==> src/rtl/ex_ext_stage.sv <==
// Result-extension stage at the EX/MEM boundary: sign/zero-extends the
// writeback value and buffers it in a small FIFO with stall accounting.
module ex_ext_stage #(
    parameter int XLEN  = 64,
    parameter int DEPTH = 2,
    parameter int CNT_W = 16
) (
    input  logic             i_clk,
    input  logic             i_rst_n,
    input  logic             i_flush,
    input  logic             i_valid,
    output logic             o_ready,
    input  logic [XLEN-1:0]  i_data,
    input  logic [2:0]       i_ext_mode,
    input  logic [4:0]       i_rd,
    input  logic             i_wr_en,
    input  logic             i_is_staller,
    input  logic             i_stall,
    output logic             o_valid,
    output logic [XLEN-1:0]  o_data,
    output logic [4:0]       o_rd,
    output logic             o_wr_en,
    output logic             o_staller,
    output logic [CNT_W-1:0] o_stall_cnt
);

    localparam int PW = $clog2(DEPTH);
    localparam logic [PW:0] FULL = (PW+1)'(DEPTH);

    typedef struct packed {
        logic [XLEN-1:0] data;
        logic [4:0]      rd;
        logic            wr_en;
        logic            staller;
    } entry_t;

    entry_t           mem [DEPTH];
    entry_t           in_e;
    entry_t           head;
    logic [XLEN-1:0]  ext;
    logic [PW-1:0]    rd_ptr;
    logic [PW-1:0]    wr_ptr;
    logic [PW:0]      count;
    logic [CNT_W-1:0] stall_cnt;
    logic             push;
    logic             pop;

    // Extension happens before storage so the output path is a plain read.
    always_comb begin
        ext = i_data;
        unique case (i_ext_mode)
            3'b001:  ext = {{(XLEN-32){i_data[31]}}, i_data[31:0]};
            3'b010:  ext = {{(XLEN-16){i_data[15]}}, i_data[15:0]};
            3'b011:  ext = {{(XLEN-8){i_data[7]}}, i_data[7:0]};
            3'b101:  ext = {{(XLEN-32){1'b0}}, i_data[31:0]};
            3'b110:  ext = {{(XLEN-16){1'b0}}, i_data[15:0]};
            3'b111:  ext = {{(XLEN-8){1'b0}}, i_data[7:0]};
            default: ext = i_data;
        endcase
    end

    assign in_e    = '{data: ext, rd: i_rd, wr_en: i_wr_en,
                       staller: i_is_staller};
    assign o_ready = (count != FULL);
    assign o_valid = (count != '0);
    assign push    = i_valid & o_ready;
    assign pop     = o_valid & ~i_stall;
    assign head    = mem[rd_ptr];

    assign o_data      = o_valid ? head.data : '0;
    assign o_rd        = o_valid ? head.rd : '0;
    assign o_wr_en     = o_valid & head.wr_en;
    assign o_staller   = o_valid & head.staller;
    assign o_stall_cnt = stall_cnt;

    always_ff @(posedge i_clk) begin
        if (i_rst_n && !i_flush && push) begin
            mem[wr_ptr] <= in_e;
        end
    end

    always_ff @(posedge i_clk) begin
        if (!i_rst_n) begin
            rd_ptr    <= '0;
            wr_ptr    <= '0;
            count     <= '0;
            stall_cnt <= '0;
        end else begin
            if (o_valid && i_stall && stall_cnt != '1) begin
                stall_cnt <= stall_cnt + CNT_W'(1);
            end
            // Flush drops a concurrent push and pop but keeps the perf count.
            if (i_flush) begin
                rd_ptr <= '0;
                wr_ptr <= '0;
                count  <= '0;
            end else begin
                if (push) begin
                    wr_ptr <= wr_ptr + PW'(1);
                end
                if (pop) begin
                    rd_ptr <= rd_ptr + PW'(1);
                end
                unique case ({push, pop})
                    2'b10:   count <= count + (PW+1)'(1);
                    2'b01:   count <= count - (PW+1)'(1);
                    default: count <= count;
                endcase
            end
        end
    end

endmodule

==> config.mk <==
export PLATFORM = sky130hd
export DESIGN_NAME = ex_ext_stage
export DESIGN_NICKNAME = d
export VERILOG_FILES = /design/src/rtl/ex_ext_stage.sv
export SDC_FILE = /design/constraint.sdc
export NUM_CORES = 1
export LEC_CHECK = 0
export CORE_ASPECT_RATIO = 0.6
export CORE_MARGIN = 2
export CORE_UTILIZATION = 34
export DETAILED_ROUTE_END_ITERATION = 10
export GPL_TIMING_DRIVEN = 0
export HOLD_SLACK_MARGIN = 0.05
export SLEW_MARGIN = 20
export SYNTH_ARGS = -nofsm -noshare
export SYNTH_HDL_FRONTEND = slang
export SYNTH_SLANG_ARGS = --single-unit
==> constraint.sdc <==
create_clock -name i_clk -period 18.5 [get_ports i_clk]
set_clock_uncertainty 0.1 [all_clocks]
set_input_delay 1.85 -clock i_clk [delete_from_list [all_inputs] [get_ports i_clk]]
set_output_delay 1.85 -clock i_clk [all_outputs]
set_load 0.05 [all_outputs]
After elaboration in Yosys (flattened, before gate mapping)
Memories as Yosys holds them, arrays and structs flattened. A register that Yosys moved wholly into a read port is not among the register bits.
Cells that the tools add are included.

word-level totals
  output and inout port bits = 89
  bits in registers = 20
  memories = 1
  logic and storage cells = 42
  bits of input ports = 79
  memory bits (writable) = 142

cells by class
  $add $sub $neg = 5
  reduce and logical (&&, ||, !) cells = 8
  bitwise operators = 6
  equal/unequal tests = 10
  mux-type cells = 8

memories
  memory  words  width  rd ports  clocked after memory_dff  wr ports  line  text
  mem     2      71     1         1                         1         37    entry_t mem [DEPTH];

operators with widths
  kind                                              number
  case mux 64 bit (6 select lines)                  1
  2-to-1 mux 64 bit                                 1
  adder 16 x 1 -> 16 bit, second input constant     1
  != test 16 bit, second input constant             1
  == test 3 bit, second input constant              3
  == test 3 x 2 -> 1 bit, second input constant     2
  2-to-1 mux 5 bit                                  1
  bitwise AND 1 bit                                 4
  logical AND 1 bit                                 4
  2-to-1 mux 1 bit                                  4
  case mux 2 bit (2 select lines)                   1
  nonzero test 2 bit                                2
  == test 3 x 1 -> 1 bit, second input constant     1
  adder 1 bit, second input constant                2
  adder 2 x 1 -> 2 bit, second input constant       1
  == test 2 x 1 -> 1 bit, second input constant     1
  == test 2 bit, second input constant              1
  != test 2 bit, second input constant              1
  inverter 1 bit                                    2
  OR reduction 2 bit                                1
  subtractor 2 x 1 -> 2 bit, second input constant  1
  logical NOT 1 bit                                 1

Depth between registers and ports, before layout
  depth after elaboration = 5
  gate-level depth with buffers = 7
  gate-level depth less buffers = 6

Least setup slack after synthesis
No wires, ideal clock.

  path kind = input to register
  from = in i_rst_n
  to = mem mem[0][0] (netlist name), enable pin
  library setup time = 0.587 ns
  path slack = 10.671 ns
  data required time = 17.813 ns
  arrival time = 7.142 ns
  stages = 3
  buffers on the path = 1
  cells stage by stage = clkbuf_1 nand2b_1 nor3_1

between the ends
  word-level cells in the longest chain between the ends = 4

ends and longest elaborated chain
  item                                    line  text
  from (decl)                             9     input logic i_rst_n,
  logical AND 1 bit (2 in series)         77    if (i_rst_n && !i_flush && push) begin
  2-to-1 mux 1 bit                        77
  2-to-1 mux 1 bit (implied by the code)  78    mem[wr_ptr] <= in_e;
  to (decl)                               37

No other way between the ends.

Worst setup path after layout
  from = reg count[0]
  to = out o_data[7]

between the ends
  word-level cells in the longest chain between the ends = 2

ends and longest elaborated chain
  item                    line  text
  from (decl)             43    logic [PW:0] count;
  from (signal assigned)  105   2'b10: count <= count + (PW+1)'(1);
  from (signal assigned)  106   2'b01: count <= count - (PW+1)'(1);
  from (signal assigned)  107   default: count <= count;
  nonzero test 2 bit      65    assign o_valid = (count != '0);
  2-to-1 mux 64 bit       70    assign o_data = o_valid ? head.data : '0;
  to (decl)               20    output logic [XLEN-1:0] o_data,

No other way between the ends.

==> impl_metrics.yaml <==
sta:
  period_share_pct: 27.50
  slew_headroom_pct: 31.44
  hold_viol: 0
  final.setup.worst_slack_ns: 13.41
  fin_setup_tns_ns: 0
  rsz0062_at_grt: "false"
  finalSetupViolCount: 0
  slew_viol_final: 0
  tightest_slew_ns: 1.025
  fin_crit_ns: 5.087
  max_freq_mhz: 196.6
  holdWs_ns: 0.4115
synthesis:
  synthMuxAreaShare_pct: 10.93
  synth_compound_area_share_pct: 8.504
  synth_top_family_by_area: "multiplexers"
  synth_cells: 516
  synth-edff-count: 142
  synth_seq_area_share_pct: 67.17
  ys_ff_latch: 163
  yosysWarnings: 0
  synth_nets: 597
  synth_area_um2: 6974
  synthXorXnorAreaFrac_pct: 0.5023
  synth-adder-area-share_pct: 0.3588
  synth_flop_cell: "edfxtp_1"
  yosys.area_share.simple_pct: 9.813
  synth-async-reset-ratio_pct: 0
  syn_area_per_cell_um2: 13.52
  synth_cell_types: 45
final_layout:
  drive_above_1_share_pct: 10.11
  area_delta_synth_final_pct: 39.36
  final_common_cell: "clkdlybuf4s50_1"
  final_cells: 1005
  finish.instance_area_um2: 9719
  diodes: 0
  fillers: 1774
  final_nets: 800
  fin_util_pct: 48.43
  final_cell_mix: "clkdlybuf4s50_1 (166), edfxtp_1 (142), nor2_1 (81)"
flow_run:
  cap_violations: 0
setup_path:
  worstSetupPathType: "flop to output pin"
  cp.required_ns: 16.55
  endpoint_kind: "output pin"
  critPathArrivalTime_ns: 3.14
  rrSetupSlack_ns: 16.02
  path_max_fanout: 10
  cp-start-kind: "flop"
detailed_routing:
  num_vias: 4827
  drt_pass1_iterations: 5
  via_per_inst: 4.803
  ant_nets: 0
  drt_iter0_drc: 336
  routed_wl_um: 17390
  drcViolationCount: 0
  drt-wirelength-per-cell_um: 17.30
global_routing:
  antenna_found_initial: 0
  track_usage_pct: 16.13
  grt_pass1_wl_um: 26190
  grt-ovfl-total: 0
  grt_pass1_vias: 4858
  grt_max_degree: 17
cts:
  hold_buffers: 0
  cts-root-buf: "clkbuf_16"
  cts.repair.resized: 0
  cts.clk_slew.worst_paths_ns: 0.06
  cts_num_sinks: 163
  clk_latency_ns: 0.42
  cts-buffers-inserted: 17
  cts_tree: "yes"
  cts_htree_levels: 4
  clockBufferDepth: 2
  post-cts-setup-buffers: 0
die:
  die-height_um: 114.9
  rows: 40
  core_area_um2: 20070
  pin_count: 168
  floorplan.die_area_um2: 21710
  fp.dieW_um: 188.9
  start_util_pct: 34.75
pwr:
  vdd_drop_max_mv: 0.05884
  p_leak_nw: 3.457
  powerDensity_nw_per_um2: 90.16
  p_total_mw: 0.8763
placement:
  gp_congestion: 0.8177
  place_area_um2: 9138
  port_buffers: 166
  dp_cells: 973
  dp_hpwl_um: 12740
  pre_cts_slack_ns: 13.78
status:
  outcome: "finished clean"
worst_hold_path:
  hold_path.class: "flop to flop"
state kept, by name, summed over array words and instances (netlist names), named ones only:
register / cells
wr_ptr: 1
count: 2
rd_ptr: 1
o_stall_cnt: 16
mem: 142
area by class of cell:
cell class	count	area, um^2	share of cell area (%)
Buffer	27	115.1	1.184
Multi-Input combinational cell	306	2110	21.70
Tap cell	273	341.6	3.514
Clock buffer	18	429.2	4.416
Inverter	20	75.07	0.7724
Timing Repair Buffer	184	1812	18.64
Clock inverter	14	152.6	1.571
Sequential cell	163	4684	48.20
synth_stat cells, types with 5 or more instances:
library cell,n,area (um^2)
a21o_1,40,300.3
a21oi_1,10,50.05
buf_2,11,55.05
clkbuf_1,15,56.30
dfxtp_1,21,420.4
edfxtp_1,142,4264
inv_1,20,75.07
mux2i_1,75,750.7
nand2_1,15,56.30
nand2b_1,7,43.79
nand3_1,6,30.03
nor2_1,81,304.0
nor3_1,5,25.02
o21ai_0,17,85.08
o31ai_1,6,45.04
or4_1,7,52.55
worst paths after layout:
check	from	endpoint	cells after the start
max	count[0]$_SDFFE_PP0P_	o_data[7]	5
min	rd_ptr$_SDFFE_PP0P_	flop	2
max reg2reg	count[0]$_SDFFE_PP0P_	count[1]$_SDFFE_PP0P_	6
min reg2reg	rd_ptr$_SDFFE_PP0P_	flop	2
layer usage:
metal | routed length (um) | vias up | GRT usage (%)
met5 | 0 | - | 0
met2 | 7531 | 140 | 23.75
met3 | 1004 | 12 | 4.579
li1 | - | 2314 | -
met4 | 137 | 0 | 4.271
met1 | 8717 | 2361 | 23.40
where the power goes:
| part | switching, mW | total, mW | leakage, nW | internal, mW |
|---|---|---|---|---|
| registers | 0.00205 | 0.412 | 1.47 | 0.410 |
| logic | 0.0707 | 0.116 | 1.71 | 0.0449 |
| clock network | 0.148 | 0.348 | 0.274 | 0.200 |
| total | 0.221 | 0.876 | 3.46 | 0.655 |
critical path, stage by stage, from the launching register on:
cell	delay (ns)
dfxtp_1	0.31
buf_2	0.15
nor2_1	0.78
clkbuf_1	0.58
nor2_1	0.13
clkdlybuf4s50_1	0.76
logic make-up (layout without fill, tap and decap cells):
| kind of cell | count (synthesis) | after routing |
|---|---|---|
| adders and majority gates | 2 | 2 |
| and+or+nand+nor | 138 | 138 |
| xor gates and xnor gates | 4 | 4 |
| buffers and inverters | 47 | 263 |
| DFF | 163 | 163 |
| AOI/OAI and AO/OA | 86 | 86 |
| muxes | 76 | 76 |
(Power assumes the default switching activity.)
